$ cat src/rtl/flow_led_multi.sv
// LED pattern engine: rotate left/right, bounce and blink over LED_NUM outputs,
// stepping every STEP_CYC * 2^speed clocks while en is high.
module flow_led_multi #(
    parameter int LED_NUM  = 4,
    parameter int CLK_FREQ = 50_000_000,
    parameter int STEP_MS  = 200
) (
    input  logic               sys_clk,
    input  logic               sys_res_n,
    input  logic               en,
    input  logic [1:0]         mode,
    input  logic [1:0]         speed,
    output logic [LED_NUM-1:0] led,
    output logic               step_pulse
);

    localparam int STEP_CYC = CLK_FREQ / 1000 * STEP_MS;
    localparam int PW       = (STEP_CYC > 2) ? $clog2(STEP_CYC) : 1;
    localparam logic [PW-1:0] PRESC_LAST = PW'(STEP_CYC - 1);

    typedef enum logic [1:0] {
        MODE_LEFT   = 2'd0,
        MODE_RIGHT  = 2'd1,
        MODE_BOUNCE = 2'd2,
        MODE_BLINK  = 2'd3
    } mode_e;

    localparam logic DIR_UP   = 1'b0;
    localparam logic DIR_DOWN = 1'b1;

    logic [PW-1:0]      presc_q, presc_d;
    logic [2:0]         div_q, div_d;
    logic [2:0]         div_lim;
    logic [LED_NUM-1:0] led_q, led_d;
    logic               dir_q, dir_d;
    mode_e              mode_q, mode_d;
    logic               pulse_q, pulse_d;
    logic               base_tick;
    logic               step;

    function automatic logic [LED_NUM-1:0] seed_of(input mode_e m);
        logic [LED_NUM-1:0] s;
        case (m)
            MODE_RIGHT: s = {1'b1, {(LED_NUM-1){1'b0}}};
            MODE_BLINK: s = {LED_NUM{1'b1}};
            default:    s = {{(LED_NUM-1){1'b0}}, 1'b1};
        endcase
        return s;
    endfunction

    function automatic logic [LED_NUM-1:0] rot_left(input logic [LED_NUM-1:0] l);
        return {l[LED_NUM-2:0], l[LED_NUM-1]};
    endfunction

    function automatic logic [LED_NUM-1:0] rot_right(input logic [LED_NUM-1:0] l);
        return {l[0], l[LED_NUM-1:1]};
    endfunction

    // Single lit LED walks toward an endpoint; dir flips on arrival so each
    // endpoint is shown exactly once per pass.
    function automatic logic [LED_NUM:0] bounce_next(input logic [LED_NUM-1:0] l,
                                                     input logic d);
        logic [LED_NUM-1:0] n;
        logic               nd;
        if (d == DIR_UP) begin
            n  = l << 1;
            nd = n[LED_NUM-1] ? DIR_DOWN : DIR_UP;
        end else begin
            n  = l >> 1;
            nd = n[0] ? DIR_UP : DIR_DOWN;
        end
        return {nd, n};
    endfunction

    always_comb begin
        case (speed)
            2'd0:    div_lim = 3'd0;
            2'd1:    div_lim = 3'd1;
            2'd2:    div_lim = 3'd3;
            default: div_lim = 3'd7;
        endcase
    end

    always_comb begin
        base_tick = en && (presc_q == PRESC_LAST);
        presc_d   = presc_q;
        div_d     = div_q;
        step      = 1'b0;

        if (!en) begin
            presc_d = '0;
            div_d   = '0;
        end else begin
            presc_d = (presc_q == PRESC_LAST) ? '0 : presc_q + 1'b1;
            if (base_tick) begin
                // A count left above the limit by a live speed change is
                // discarded without producing a step.
                if (div_q == div_lim) begin
                    step  = 1'b1;
                    div_d = '0;
                end else if (div_q > div_lim) begin
                    div_d = '0;
                end else begin
                    div_d = div_q + 3'd1;
                end
            end
        end
    end

    always_comb begin
        logic [LED_NUM:0] b;
        led_d   = led_q;
        dir_d   = dir_q;
        mode_d  = mode_q;
        pulse_d = step;
        b       = bounce_next(led_q, dir_q);

        if (step) begin
            if (mode_e'(mode) != mode_q) begin
                mode_d = mode_e'(mode);
                led_d  = seed_of(mode_e'(mode));
                dir_d  = DIR_UP;
            end else begin
                case (mode_q)
                    MODE_LEFT:   led_d = rot_left(led_q);
                    MODE_RIGHT:  led_d = rot_right(led_q);
                    MODE_BOUNCE: begin
                        led_d = b[LED_NUM-1:0];
                        dir_d = b[LED_NUM];
                    end
                    default:     led_d = ~led_q;
                endcase
            end
        end
    end

    always_ff @(posedge sys_clk or negedge sys_res_n) begin
        if (!sys_res_n) begin
            presc_q <= '0;
            div_q   <= '0;
            led_q   <= {{(LED_NUM-1){1'b0}}, 1'b1};
            dir_q   <= DIR_UP;
            mode_q  <= MODE_LEFT;
            pulse_q <= 1'b0;
        end else begin
            presc_q <= presc_d;
            div_q   <= div_d;
            led_q   <= led_d;
            dir_q   <= dir_d;
            mode_q  <= mode_d;
            pulse_q <= pulse_d;
        end
    end

    assign led        = led_q;
    assign step_pulse = pulse_q;

endmodule

$ cat config.mk
export PLATFORM = sky130hd
export DESIGN_NAME = flow_led_multi
export DESIGN_NICKNAME = d
export VERILOG_FILES = /design/src/rtl/flow_led_multi.sv
export SDC_FILE = /design/constraint.sdc
export NUM_CORES = 1
export LEC_CHECK = 0
export BUFFER_PORTS_ARGS = -buffer_cell sky130_fd_sc_hd__buf_2
export CAP_MARGIN = 20
export CORE_MARGIN = 2
export CORE_UTILIZATION = 55
export CTS_CLUSTER_DIAMETER = 40
export CTS_CLUSTER_SIZE = 8
export DETAILED_ROUTE_END_ITERATION = 6
export GPL_ROUTABILITY_DRIVEN = 0
export GPL_TIMING_DRIVEN = 0
export PLACE_DENSITY = 0.73
export SYNTH_ARGS = -nofsm -noshare
export SYNTH_HDL_FRONTEND = slang
export SYNTH_SLANG_ARGS = --single-unit
export TNS_END_PERCENT = 100
$ cat constraint.sdc
create_clock -name sys_clk -period 4.1 [get_ports sys_clk]
set_input_delay 0.205 -clock sys_clk [delete_from_list [all_inputs] [get_ports sys_clk]]
set_output_delay 0.205 -clock sys_clk [all_outputs]
set_load 0.01 [all_outputs]
---- Yosys cells after proc, flatten, opt, wreduce, memory -nomap -nowiden ----
Cells that the tools add are included.
storage, ports and cells
  flip-flop bits (word level) ............. 35
  output and inout bits ................... 5
  logic and storage cells ................. 45
operators by class
  $add $sub $neg .......................... 2
  order comparisons ....................... 1
  equal/unequal tests ..................... 10
  muxes and demuxes ....................... 19
  bitwise gates (word level) .............. 1
  reduce and logical (&&, ||, !) cells .... 6
operator list
  operator                                                               count
  24-bit two-way mux                                                     2
  24-bit by 1-bit adder with 24-bit output, second input constant        1
  24-bit equality test, second input constant                            1
  3-bit two-way mux                                                      4
  4-bit case mux with 3 select lines                                     1
  3-bit case mux with 3 select lines                                     1
  1-bit two-way mux                                                      8
  4-bit two-way mux                                                      2
  4-bit case mux with 2 select lines                                     1
  2-bit by 1-bit equality test with 1-bit output, second input constant  3
  2-bit equality test, second input constant                             3
  2-bit logical NOT                                                      2
  4-bit NOT                                                              1
  2-bit AND reduction                                                    2
  3-bit by 1-bit adder with 3-bit output, second input constant          1
  3-bit equality test                                                    1
  3-bit greater-than comparator                                          1
  2-bit by 1-bit != test with 1-bit output, second input constant        1
  2-bit != test                                                          1
  2-bit nonzero test                                                     1
  1-bit logical AND                                                      1

---- Depth between registers and ports, before layout ----
Gate-level depths: netlist (run 1).
  word-level depth ........................ 7
  gate-level depth with buffers ........... 8
  depth with buffers taken out ............ 7

---- Least setup slack after synthesis (run 1) ----
Ideal clock, no wire load.
  kind .................................... register to register
  start ................................... register presc_q[16]
  end ..................................... register mode_q[0]
  library setup time ...................... 0.125 ns
  arrival time ............................ 2.208 ns
  required time ........................... 3.975 ns
  setup slack ............................. 1.767 ns
  stages on the path, launching flop included .. 5
  path buffers ............................ 0
  period minus slack after synthesis ...... 2.333 ns
  cells stage by stage .................... dfrtp_1 > or4_1 > or4_4 > or4_4 > mux2_4
between the ends
  word-level cells in the longest chain between the ends .. 5
RTL lines
  element                        RTL line  source
  from (decl)                    31        logic [PW-1:0] presc_q, presc_d;
  from (signal assigned)         146       presc_q <= presc_d;
  24-bit equality test           85        base_tick = en && (presc_q == PRESC_LAST);
  1-bit logical AND              85
  1-bit two-way mux              95        if (base_tick) begin
  1-bit two-way mux              90        if (!en) begin
  2-bit AND reduction (no line)  n/a
  to (signal assigned)           150       mode_q <= mode_d;
  to (decl)                      36        mode_e mode_q, mode_d;
Every way passes these cells.
A chain may end at the register's enable or synchronous reset.

---- Worst setup path in the final report (run 1) ----
  start ................................... register presc_q[16]
  end ..................................... register presc_q[12]
between the ends
  word-level cells in the longest chain between the ends .. 3
RTL lines
  element                RTL line  source
  24-bit equality test   94        presc_d = (presc_q == PRESC_LAST) ? '0 : presc_q + 1'b1;
  24-bit two-way mux     94
  24-bit two-way mux     90
  named net presc_d[12]  31
The timed path passes the listed nets, and every way through them passes these cells.

==> results of run 1 <==
-- critical path, stage by stage (launching register included) --
cell and delay, ns:
dfrtp_1 0.44, or4_1 0.54, or4_4 0.46, or3_1 0.37
clkbuf_2 0.17, nand2_2 0.13, buf_4 0.18, nor2_1 0.06
-- layout by cell type, fill, tap and decap left out, types with 6 or more instances in the layout --
cell type | Yosys | final
nand2_1 | 23 | 23
nand3_1 | 15 | 15
inv_1 | 7 | 7
buf_2 | 0 | 11
a21oi_1 | 8 | 8
xnor2_1 | 9 | 9
xor2_1 | 14 | 14
nor2_1 | 30 | 30
clkbuf_1 | 5 | 6
dfrtp_1 | 34 | 34
nand4_1 | 7 | 7
-- flip-flops by register name (all words and copies together) (netlist names) --
name,cells
presc_q,24
step_pulse,1
div_q,3
dir_q,1
mode_q,2
led,4
-- final cells by class --
| class | count | area (um^2) | share of cell area |
|---|---|---|---|
| well taps | 46 | 57.6 | 0.0262 |
| repair buffers | 12 | 65.1 | 0.0296 |
| multi-input cells | 168 | 1050 | 0.477 |
| flip-flops and latches | 35 | 877 | 0.399 |
| clock buffers | 8 | 68.8 | 0.0313 |
| inverters | 7 | 26.3 | 0.0120 |
| plain buffers | 10 | 53.8 | 0.0245 |
-- power by group through the flow --
| stage | Combinational, uW | Sequential, uW | Clock (uW) |
|---|---|---|---|
| 2_1_floorplan | 29.2 | 361 | 0 |
| 3_3_place_gp | 47.9 | 362 | 0 |
| 3_5_place_dp | 49.1 | 362 | 0 |
| 4_1_cts | 49.5 | 356 | 227 |
| 5_1_grt | 55.9 | 357 | 240 |
| 6_report | 48.6 | 356 | 218 |
-- per-layer routing --
layer / track usage / vias up / share of wire / routed length [um]
li1: - / 815 / - / -
met1: 0.280 / 772 / 0.48 / 1840
met2: 0.331 / 36 / 0.46 / 1750
met3: 0.0475 / 11 / 0.040 / 154
met4: 0.0718 / 0 / 0.017 / 64
met5: 0 / - / 0 / 0
-- metrics by stage --
step	total power (uW)	utilization	setup slack, ns	hold WS, ns	std cells
CTS	632	0.643	1.64	0.138	286
finish	622	0.643	1.64	0.155	286
global placement	410	0.620	1.66	0.335	277
floorplan	391	-	1.77	-0.0906	220
global route	653	0.643	1.53	0.145	286
detailed placement	411	0.620	1.66	0.336	277
-- timing repair --
action	in CTS	in global routing
hold buffers	1	0
hold endpoints to repair	34	0
endpoints found under the setup margin	0	0
-- cells by family after synthesis --
group,after synthesis,share of synthesized area
DFF,35,0.437
muxes,5,0.0274
buffers and inverters,17,0.0399
xor gates and xnor gates,23,0.100
adders and majority gates,5,0.0312
AOI/OAI and AO/OA,31,0.103
and+or+nand+nor,104,0.261
-- path summary, 6_finish.rpt --
kind | start | end | slack (ns) | cells past startpoint
max | presc_q[16]$_DFF_PN0_ | presc_q[12]$_DFF_PN0_ | 1.64 | 7
max in group asynchronous | sys_res_n | presc_q[8]$_DFF_PN0_ | 3.16 | 2
min in group asynchronous | sys_res_n | dir_q$_DFFE_PN0P_ | 0.45 | 2
min | mode[0] | dir_q$_DFFE_PN0P_ | 0.16 | 3
min reg2reg | presc_q[0]$_DFF_PN0_ | presc_q[0]$_DFF_PN0_ | 0.51 | 1
max reg2reg | presc_q[16]$_DFF_PN0_ | presc_q[12]$_DFF_PN0_ | 1.64 | 7
==> flow_summary.rst, run 1 <==
.. list-table::
   :header-rows: 1

   * - Metric
     - Value
   * - Result of the run
     - complete, no violations
   * - Placement row count
     - 21
   * - Area after detailed placement
     - 2120 um^2
   * - Total Nets Final
     - 251
   * - Shortest clock period the worst path allows after layout
     - 2.46 ns
   * - First-pass iteration count of the detailed router
     - 6
   * - Leakage power figure
     - 0.000969 uW
   * - Number of antenna violations at the first check in global routing
     - 0
   * - Switching share of power
     - 0.247
   * - Antenna-violating nets left
     - 0
   * - Worst supply voltage drop on vdd
     - roughly 180 uV
   * - Number of instances in the synthesized netlist
     - 220
   * - Transition at the pin with the smallest max-transition slack
     - 0.848 ns
   * - Number of H-tree levels
     - 2
   * - Global-route wire length before repair
     - 6750 um
   * - Startpoint types
     - register
   * - RSZ-0062 raised after global routing
     - no
   * - Post-synthesis sequential area ratio
     - 0.437
   * - Maximum number of buffers from clock root to sink
     - 2
   * - Total clock buffers created by CTS
     - 5
   * - Internal power
     - about 470 uW
   * - Commonest cells post-synth
     - dfrtp_1 (34), nor2_1 (30), nand2_1 (23)
   * - Yosys warning total
     - 0
   * - Final-report max-slew violation count
     - 0
   * - Power Dens Cells
     - 283 nW/um^2
   * - Relative area change from synthesis to final layout
     - 9.54%
   * - Arrival time at the worst endpoint
     - between 2 and 3 ns
   * - Combinational power share
     - 0.078
   * - Dpl hpwl
     - 2550 um
   * - Number of max-cap violations
     - 0
   * - Placeable Area
     - around 3400 um^2
   * - Count of flip-flops with a built-in enable after synthesis
     - 0
   * - PostCTS Resize Cnt
     - 0
   * - CTS root buf
     - clkbuf_4
   * - Cell area after layout
     - 2200 um^2
   * - Number of port buffers
     - 11
   * - Clock sink count
     - 35
   * - Most frequently used cell type in the post-synthesis netlist
     - dfrtp_1
   * - TritonCTS clock tree
     - done
   * - Starting Density
     - 0.587
   * - Number of buffers inserted by post-CTS setup repair
     - 0
   * - Avg Inst Size Synth
     - ~9.1 um^2
   * - Largest area contributor in the synthesized netlist
     - dfrtp_1
   * - Fraction of post-synthesis cell area in the top cell type by area
     - 0.424
   * - Ys async rst share
     - 1.00
   * - Vert. Die Dim
     - 64.4 um
   * - Maximum number of pins on one net before global-route repair
     - 36
   * - Layout cell share with drive strength beyond 1
     - 0.138
   * - Worst Hold Class
     - in -> reg
   * - Synth Net Count
     - 232
   * - Number of vias per cell after detailed routing
     - between 5 and 6
   * - Fraction of the cycle the final worst path needs
     - 0.600
   * - Number of filler instances in the final layout
     - 304
   * - Vias after detailed routing
     - ~1.6k
   * - CP required
     - 4.33 ns
   * - Number of DRC markers after the initial detailed-route iteration
     - 86
   * - Element type at the critical path end
     - register
   * - Top_reg_cell synth
     - dfrtp_1
   * - Number of top-level pins
     - 12
   * - Largest clock skew in the final design
     - 0.0115 ns
   * - Count of endpoints failing hold in the final timing report
     - 0
   * - Total inserted antenna cells
     - 0
   * - Vias in the first global route
     - 1516
   * - Post-synthesis instance area
     - 2010 um^2
   * - Clock slew at reported path FFs
     - approximately 0.11 ns
   * - Setup Viol. Count Final
     - 0
   * - DIE AREA
     - 4150 um^2
   * - Top post-synthesis cells by area
     - dfrtp_1 (42%), xor2_1 (6.1%), nor2_1 (5.6%)
   * - Die span in x
     - 64.4 um
   * - Clock network latency to the later pin of the worst-skew pair
     - 0.35 ns
   * - Remaining design rule violation count
     - 0
   * - Switching power summed over all nets
     - 154 uW
   * - Max Clk Rate
     - 407 MHz
   * - WL/cell
     - roughly 13 um
   * - Setup TNS
     - 0 ns
   * - Clock share of power
     - 0.350
   * - Worst slew margin relative to its limit
     - 0.430
   * - Wire length after detailed routing
     - 3810 um
   * - Overflow after GRT
     - 0
   * - GR Util All Layers
     - 0.208
   * - Worst Setup Path Type
     - reg -> reg
   * - Post-synthesis register bit count
     - 35
   * - Sequential cell fraction of total power
     - 0.572
   * - Synth cell types
     - 46
   * - Critical path fanouts, max
     - 10
Note: power is estimated with default switching activity, not from simulation.
==> run 2: changes to the inputs <==
ABC_AREA = 1   (was unset)
PLACE_DENSITY = 0.76   (was 0.73)
clock period = 2.2 ns   (was 4.1 ns; I/O delays follow)
==> run 2 against run 1 <==
Compared with the run above: maximum frequency rose by 29%; sequential share of layout area fell by 4.7 points; critical endpoint is now div_q[0]$_DFFE_PN0P_; final area rose by 13%; register-to-register slack got worse by 1.4 ns; hold slack got worse by 0.080 ns; core utilization fell by 1.7 points; critical path type unchanged; non-clock buffer count fell by 9.
==> flow_summary.rst, run 2 <==
.. list-table::
   :header-rows: 1

   * - Metric
     - Value
   * - Power Dens Cells
     - 531 nW/um^2 (+87%)
   * - Worst Setup Path Type
     - reg -> reg
   * - Dominant delay contributor by cell family on the critical path
     - simple AND/OR/NAND/NOR gates
   * - Post-synthesis instance area
     - 2260 um^2 (+13%)
   * - Clock slew at reported path FFs
     - 0.07 ns (-0.04 ns)
   * - Die span in x
     - 68.1 um (+5.8%)
   * - CTS root buf
     - clkbuf_8
   * - Count of flip-flops with a built-in enable after synthesis
     - 0 (unchanged)
   * - Dpl hpwl
     - 3890 um (+53%)
   * - GR Util All Layers
     - 0.246 (+0.0380)
   * - CP required
     - 2.38 ns (-1.95 ns)
   * - Largest register FFs
     - 24 (unchanged)
   * - Top library cells by usage in the layout, fill and taps aside
     - nand2_1 (90), nor2_1 (63), inv_1 (41)
   * - Leading cell type in the layout, fill and taps excluded
     - nand2_1
   * - Switching power summed over all nets
     - 331 uW (+120%)
   * - Number of instances in the synthesized netlist
     - 329 (+50%)
   * - Total clock buffers created by CTS
     - 5 (unchanged)
   * - DIE AREA
     - 4640 um^2 (+12%)
   * - Fraction of the cycle the final worst path needs
     - 0.869 (+0.269)
   * - Synth cell types
     - 29 (-37%)
   * - Placement row count
     - 23 (+9.5%)
   * - Clock sink count
     - 35 (unchanged)
   * - Post-CTS Hold Fix Bufs
     - 1 (unchanged)
   * - Number of max-cap violations
     - 0 (unchanged)
   * - Combinational power share
     - 0.095 (+0.017)
   * - Result of the run
     - complete, no violations
   * - Remaining design rule violation count
     - 0 (unchanged)
   * - Final-report max-slew violation count
     - 0 (unchanged)
   * - Arrival time at the worst endpoint
     - 2.09 ns (-0.60 ns)
   * - Most flop-heavy register
     - presc_q
   * - Antenna-violating nets left
     - 0 (unchanged)
   * - Internal power
     - 989 uW (+110%)
   * - Post-synthesis register bit count
     - 35 (unchanged)
   * - Largest area contributor in the synthesized netlist
     - dfrtp_1
   * - Startpoint types
     - register
   * - Shortest clock period the worst path allows after layout
     - 1.91 ns (-0.547 ns)
   * - Post-synthesis sequential area ratio
     - 0.388 (-0.0494)
   * - Wire length after detailed routing
     - 5110 um (+34%)
   * - WL/cell
     - 12.8 um (-3.8%)
   * - Worst slew margin relative to its limit
     - 0.485 (+0.0554)
   * - TritonCTS clock tree
     - done
   * - Number of DRC markers after the initial detailed-route iteration
     - 235 (+170%)
   * - Fraction of post-synthesis cell area in the top cell type by area
     - 0.376 (-0.0479)
   * - Overflow after GRT
     - 0 (unchanged)
   * - Most frequently used cell type in the post-synthesis netlist
     - nand2_1
   * - Largest clock skew in the final design
     - 0.00741 ns (-0.00409 ns)
   * - Maximum number of pins on one net before global-route repair
     - 36 (unchanged)
   * - Top post-synthesis cells by area
     - dfrtp_1 (38%), nand2_1 (15%), nor2_1 (10%)
   * - Slowest CP cell
     - dfrtp_1
   * - Vert. Die Dim
     - 68.1 um (+5.8%)
   * - PostCTS Resize Cnt
     - 0 (unchanged)
   * - Layout cell share with drive strength beyond 1
     - 0.0774 (-0.0601)
   * - Global-route wire length before repair
     - 8400 um (+24%)
   * - Number of top-level pins
     - 12 (unchanged)
   * - Relative area change from synthesis to final layout
     - 10.1%
   * - Count of endpoints failing hold in the final timing report
     - 0 (unchanged)
   * - Starting Density
     - 0.569 (-0.0179)
   * - Transition at the pin with the smallest max-transition slack
     - 0.772 ns (-0.0752 ns)
   * - Critical path fanouts, max
     - 10 (unchanged)
   * - Number of filler instances in the final layout
     - 361 (+19%)
   * - Number of H-tree levels
     - 2 (unchanged)
   * - List of cells traversed by the critical path
     - ha_1 -> nand3_4 -> nor3_1 -> nand3b_1 -> nand2_4 -> inv_2 -> nand2_1 -> o21ai_1
   * - Total Nets Final
     - 360 (+43%)
   * - Delay of the slowest cell on the worst path
     - 0.42 ns (-0.12 ns)
   * - Vias after detailed routing
     - 2101 (+29%)
   * - Vias in the first global route
     - 1823 (+20%)
   * - Worst Hold Class
     - in -> reg
   * - Max Clk Rate
     - 523 MHz (+29%)
   * - Maximum number of buffers from clock root to sink
     - 2 (unchanged)
   * - Ys async rst share
     - 1.00 (unchanged)
   * - Top_reg_cell synth
     - dfrtp_1
   * - Switching share of power
     - 0.251 (+0.00392)
   * - Number of port buffers
     - 11 (unchanged)
   * - Clock share of power
     - 0.394 (+0.044)
   * - Number of vias per cell after detailed routing
     - 5.27 (-7.8%)
   * - Number of buffers inserted by post-CTS setup repair
     - 0 (unchanged)
   * - Setup Viol. Count Final
     - 0 (unchanged)
   * - Clock network latency to the later pin of the worst-skew pair
     - 0.29 ns (-0.06 ns)
   * - Setup TNS
     - 0 ns (unchanged)
   * - Cell area after layout
     - 2490 um^2 (+13%)
   * - Number of antenna violations at the first check in global routing
     - 0 (unchanged)
   * - Total inserted antenna cells
     - 0 (unchanged)
   * - Synth Net Count
     - 341 (+47%)
   * - Worst supply voltage drop on vdd
     - 417 uV (+130%)
   * - Leakage power figure
     - 0.00115 uW (+18%)
   * - First-pass iteration count of the detailed router
     - 5 (-1)
   * - Sequential cell fraction of total power
     - 0.511 (-0.061)
   * - Placeable Area
     - 3970 um^2 (+16%)
   * - Critical path buffers and inverters
     - 1 (-1)
   * - Element type at the critical path end
     - register
   * - RSZ-0062 raised after global routing
     - no
   * - Area after detailed placement
     - 2380 um^2 (+12%)
   * - Yosys warning total
     - 0 (unchanged)
   * - Commonest cells post-synth
     - nand2_1 (90), nor2_1 (63), inv_1 (41)
   * - Avg Inst Size Synth
     - 6.87 um^2 (-25%)
   * - Total power draw
     - 1320 uW (+110%)
[run 2: cell count changes in the layout (fill, tap and decap cells not counted), sizes merged, moves of 5 or more]
cell / before / now
clkbuf: 14 / 9
inv: 7 / 42
nand2: 24 / 91
nand3: 15 / 24
nand4: 7 / 15
nor2: 30 / 64
nor3: 5 / 14
xnor2: 9 / 1
xor2: 14 / 7
[run 2: worst paths after layout]
check,cells after the start,to,slack [ns],start
hold / removal,3,mode_q[0]$_DFFE_PN0P_,0.08,mode[0]
min in group asynchronous,2,presc_q[6]$_DFF_PN0_,0.43,sys_res_n
setup reg to reg,8,div_q[0]$_DFFE_PN0P_,0.29,presc_q[0]$_DFF_PN0_
setup / recovery,8,div_q[0]$_DFFE_PN0P_,0.29,presc_q[0]$_DFF_PN0_
max in group asynchronous,2,presc_q[7]$_DFF_PN0_,1.27,sys_res_n
hold reg to reg,2,led[0]$_DFFE_PN1P_,0.51,led[0]$_DFFE_PN1P_
[run 2: through the flow]
stage | hold slack (ns) | utilization | cells | setup WS [ns]
after floorplan | -0.186 | - | 329 | 0.597
after global placement | 0.226 | 0.599 | 390 | 0.302
after detailed placement | 0.237 | 0.599 | 390 | 0.265
after CTS | 0.0682 | 0.627 | 399 | 0.290
after global routing | 0.0987 | 0.627 | 399 | 0.163
final | 0.0753 | 0.627 | 399 | 0.288
[run 2: final cells by class]
| cell class | instances | area, um^2 | area share |
|---|---|---|---|
| multi-input combinational | 251 | 1220 | 0.491 |
| sequential | 35 | 877 | 0.352 |
| inverter | 42 | 158 | 0.0633 |
| clock buffer | 8 | 100 | 0.0402 |
| timing repair buffer | 12 | 65.1 | 0.0261 |
| tap | 50 | 62.6 | 0.0251 |
| buffer | 1 | 3.75 | 0.00151 |
[run 2: logic make-up (layout without fill, tap and decap cells)]
logic type	count (synthesis)	count (layout)	synth area share
compound gates	24	24	0.0581
xor+xnor	8	8	0.0310
fa+ha+maj	5	5	0.0277
buf+inv	43	63	0.0714
flops	35	35	0.388
simple gates	214	214	0.424
[run 2: routing by layer]
metal  wire length, um  vias up  GRT usage  share of wire
met5                 0        -          0              0
met4               114        0     0.0900          0.022
met3               222       12     0.0592          0.043
met2              2170       47      0.357           0.43
met1              2600      949      0.354           0.51
li1                  -     1093          -              -
[run 2: worst reg2reg max path, stage by stage (launching register included)]
cell	delay, ns
dfrtp_1	0.42
ha_1	0.31
nand3_4	0.15
nor3_1	0.20
nand3b_1	0.27
nand2_4	0.23
inv_2	0.11
nand2_1	0.07
o21ai_1	0.06
[run 2: power groups by stage]
stage / sequential [uW] / clock [uW] / combinational (uW)
final: 675 / 520 / 126
after global placement: 687 / 0 / 120
after floorplan: 685 / 0 / 81.2
after CTS: 675 / 528 / 127
after detailed placement: 687 / 0 / 125
after global routing: 677 / 559 / 148
==> run 3: changes to the inputs <==
CORE_UTILIZATION = 45   (was 55)
PLACE_DENSITY = unset   (was 0.76)
==> run 3 against run 2 <==
Compared with the run above: non-clock buffer count unchanged; cell count increased by 4.3%; clock skew increased by 0.0055 ns; hold slack improved by 0.0020 ns; clock-buffer cell count decreased by 1; via count increased by 2.4%; maximum frequency decreased by 2.2%; worst setup slack got worse by 0.042 ns; clock power increased by 2%; final area increased by 1.0%.
==> flow_summary.rst, run 3 (synthesis gave the netlist of run 2 again) <==
.. list-table::
   :header-rows: 1

   * - Metric
     - Value
   * - Result of the run
     - complete, no violations
   * - Transition at the pin with the smallest max-transition slack
     - 0.772 ns (-0.000280 ns)
   * - Arrival time at the worst endpoint
     - 2.13 ns (+0.04 ns)
   * - Number of vias per cell after detailed routing
     - 5.17 (-1.8%)
   * - Worst supply voltage drop on vdd
     - 342 uV (-18%)
   * - Layout cell share with drive strength beyond 1
     - 0.0802 (+0.00287)
   * - Beginning of the worst register-to-register path
     - div_q[2]$_DFFE_PN0P_
   * - Switching share of power
     - 0.257 (+0.00647)
   * - Number of max-cap violations
     - 0 (unchanged)
   * - Pre-CTS setup slack
     - 0.224 ns (-0.0407 ns)
   * - First-pass iteration count of the detailed router
     - 4 (-1)
   * - Global-route wire length before repair
     - 9180 um (+9.3%)
   * - Leakage power figure
     - 0.00115 uW (about the same)
   * - Startpoint types
     - register
   * - Number of H-tree levels
     - 2 (unchanged)
   * - Final-report max-slew violation count
     - 0 (unchanged)
   * - Maximum number of buffers from clock root to sink
     - 2 (unchanged)
   * - Total Nets Final
     - 360 (unchanged)
   * - Most flop-heavy register
     - presc_q
   * - Worst R2R End
     - led[1]$_DFFE_PN0P_
   * - Cell area after layout
     - 2510 um^2 (+1.0%)
   * - Element type at the critical path end
     - register
   * - Starting Density
     - 0.472 (-0.0969)
   * - GR Util All Layers
     - 0.215 (-0.0312)
   * - Dominant delay contributor by cell family on the critical path
     - simple AND/OR/NAND/NOR gates
   * - Number of DRC markers after the initial detailed-route iteration
     - 178 (-24%)
   * - Overflow after GRT
     - 0 (unchanged)
   * - CP required
     - 2.38 ns (about the same)
   * - Setup slack on the worst flop-to-flop path
     - 0.25 ns (-0.04 ns)
   * - Top library cells by usage in the layout, fill and taps aside
     - nand2_1 (90), nor2_1 (63), inv_1 (41)
   * - Power Dens Cells
     - 529 nW/um^2 (-0.27%)
   * - Hold path startpoint
     - mode[0]
   * - RSZ-0062 raised after global routing
     - no
   * - TritonCTS clock tree
     - done
   * - Clock share of power
     - 0.397 (+0.003)
   * - Count of endpoints failing hold in the final timing report
     - 0 (unchanged)
   * - Wire length after detailed routing
     - 5480 um (+7.3%)
   * - Slowest CP cell
     - nor2_1
   * - Clock network latency to the later pin of the worst-skew pair
     - 0.29 ns (about the same)
   * - Number of port buffers
     - 11 (unchanged)
   * - Remaining design rule violation count
     - 0 (unchanged)
   * - Dpl hpwl
     - 4210 um (+8.2%)
   * - DIE AREA
     - 5610 um^2 (+21%)
   * - Vias after detailed routing
     - 2152 (+2.4%)
   * - Number of cells on the worst reg-to-reg path
     - 5 (-3)
   * - Shortest clock period the worst path allows after layout
     - 1.95 ns (+0.0421 ns)
   * - Worst Hold Class
     - in -> reg
   * - Area taken by multi-input logic gates
     - 1220 um^2 (unchanged)
   * - WL/cell
     - 13.2 um (+2.9%)
   * - Largest register FFs
     - 24 (unchanged)
   * - Critical path buffers and inverters
     - 0 (-1)
   * - Max Clk Rate
     - 512 MHz (-2.2%)
   * - Fraction of the cycle the final worst path needs
     - 0.888 (+0.0191)
   * - Die span in x
     - 74.9 um (+9.9%)
   * - Post-route worst hold slack
     - 0.0773 ns (+0.00195 ns)
   * - Number of top-level pins
     - 12 (unchanged)
   * - Largest clock skew in the final design
     - 0.0129 ns (+0.00545 ns)
   * - Placement row count
     - 25 (+8.7%)
   * - Total clock buffers created by CTS
     - 5 (unchanged)
   * - Switching power summed over all nets
     - 342 uW (+3.3%)
   * - Vert. Die Dim
     - 74.9 um (+9.9%)
   * - Leading cell type in the layout, fill and taps excluded
     - nand2_1
   * - Area after detailed placement
     - 2400 um^2 (+0.89%)
   * - Delay of the slowest cell on the worst path
     - 0.43 ns (about the same)
   * - Number of filler instances in the final layout
     - 478 (+32%)
   * - WHS Endpoint
     - mode_q[0]$_DFFE_PN0P_
   * - Setup TNS
     - 0 ns (unchanged)
   * - Setup Viol. Count Final
     - 0 (unchanged)
   * - Crit path setup slack, layout
     - 0.246 ns (-0.0421 ns)
   * - Sequential cell fraction of total power
     - 0.508 (-0.003)
   * - Worst Setup Path Type
     - reg -> reg
   * - Number of antenna violations at the first check in global routing
     - 0 (unchanged)
   * - Internal power
     - 988 uW (-0.14%)
   * - Combinational power share
     - 0.095 (about the same)
   * - Area used by sequential logic in the layout
     - 877 um^2 (unchanged)
   * - Antenna-violating nets left
     - 0 (unchanged)
   * - Maximum number of pins on one net before global-route repair
     - 36 (unchanged)
   * - Clock slew at reported path FFs
     - 0.07 ns (about the same)
   * - Vias in the first global route
     - 1925 (+5.6%)
   * - List of cells traversed by the critical path
     - ha_1 -> nand3_1 -> nor2_1 -> nand4_4 -> o21a_1
   * - Relative area change from synthesis to final layout
     - 11.2%
   * - Critical path fanouts, max
     - 10 (unchanged)
   * - Total inserted antenna cells
     - 0 (unchanged)
   * - Number of cells on the worst hold path
     - 3 (unchanged)
   * - CTS root buf
     - clkbuf_8
   * - PostCTS Resize Cnt
     - 0 (unchanged)
   * - Worst slew margin relative to its limit
     - 0.485 (about the same)
   * - Placeable Area
     - 4790 um^2 (+21%)
   * - Clock sink count
     - 35 (unchanged)
==> run 3: power by group through the flow <==
stage / Sequential [uW] / Combinational, uW / Clock, uW
after floorplan: 685 / 81.2 / 0
after global placement: 687 / 123 / 0
after detailed placement: 688 / 126 / 0
after CTS: 675 / 128 / 543
after global routing: 678 / 152 / 569
final: 675 / 126 / 528
==> run 3: layout make-up <==
type,count,area share
Clock inverter,1,0.00299
Tap cell,67,0.0333
Timing Repair Buffer,12,0.0259
Clock buffer,7,0.0383
Buffer,1,0.00149
Sequential cell,35,0.349
Multi-Input combinational cell,251,0.486
Inverter,42,0.0627
==> run 3: worst min-delay path: cells and delay by family <==
kind,cells,cell delay [ns]
buffers and inverters,1,0.11
AND/OR/NAND/NOR,2,0.11
==> run 3: worst max path at each step <==
stage                    startpoint               endpoint  cells after the start
3_5_place_dp               speed[1]     led[1]$_DFFE_PN0P_                      7
5_1_grt        div_q[2]$_DFFE_PN0P_  mode_q[0]$_DFFE_PN0P_                      7
6_report       div_q[2]$_DFFE_PN0P_     led[1]$_DFFE_PN0P_                      5
3_3_place_gp   presc_q[0]$_DFF_PN0_   div_q[1]$_DFFE_PN0P_                      8
2_1_floorplan  div_q[2]$_DFFE_PN0P_     led[1]$_DFFE_PN0P_                      5
4_1_cts        presc_q[0]$_DFF_PN0_   div_q[2]$_DFFE_PN0P_                      8
==> run 3: layer usage <==
metal,global-route usage,vias to the layer above,wire [um]
met3,0.0361,6,234
met4,0.0476,0,48
met2,0.321,45,2380
li1,-,1098,-
met1,0.326,1003,2820
met5,0,-,0
==> run 3: timing repair <==
item	4_1_cts	5_1_grt
endpoints found under the hold margin	34	0
hold buffers	1	0
buffers inserted	0	0
==> run 3: through the flow <==
stage	std cells	utilization	total power, uW
after floorplan	329	-	766
after global placement	407	0.501	810
after detailed placement	407	0.501	814
after CTS	416	0.525	1350
after global routing	416	0.525	1400
final	416	0.525	1330
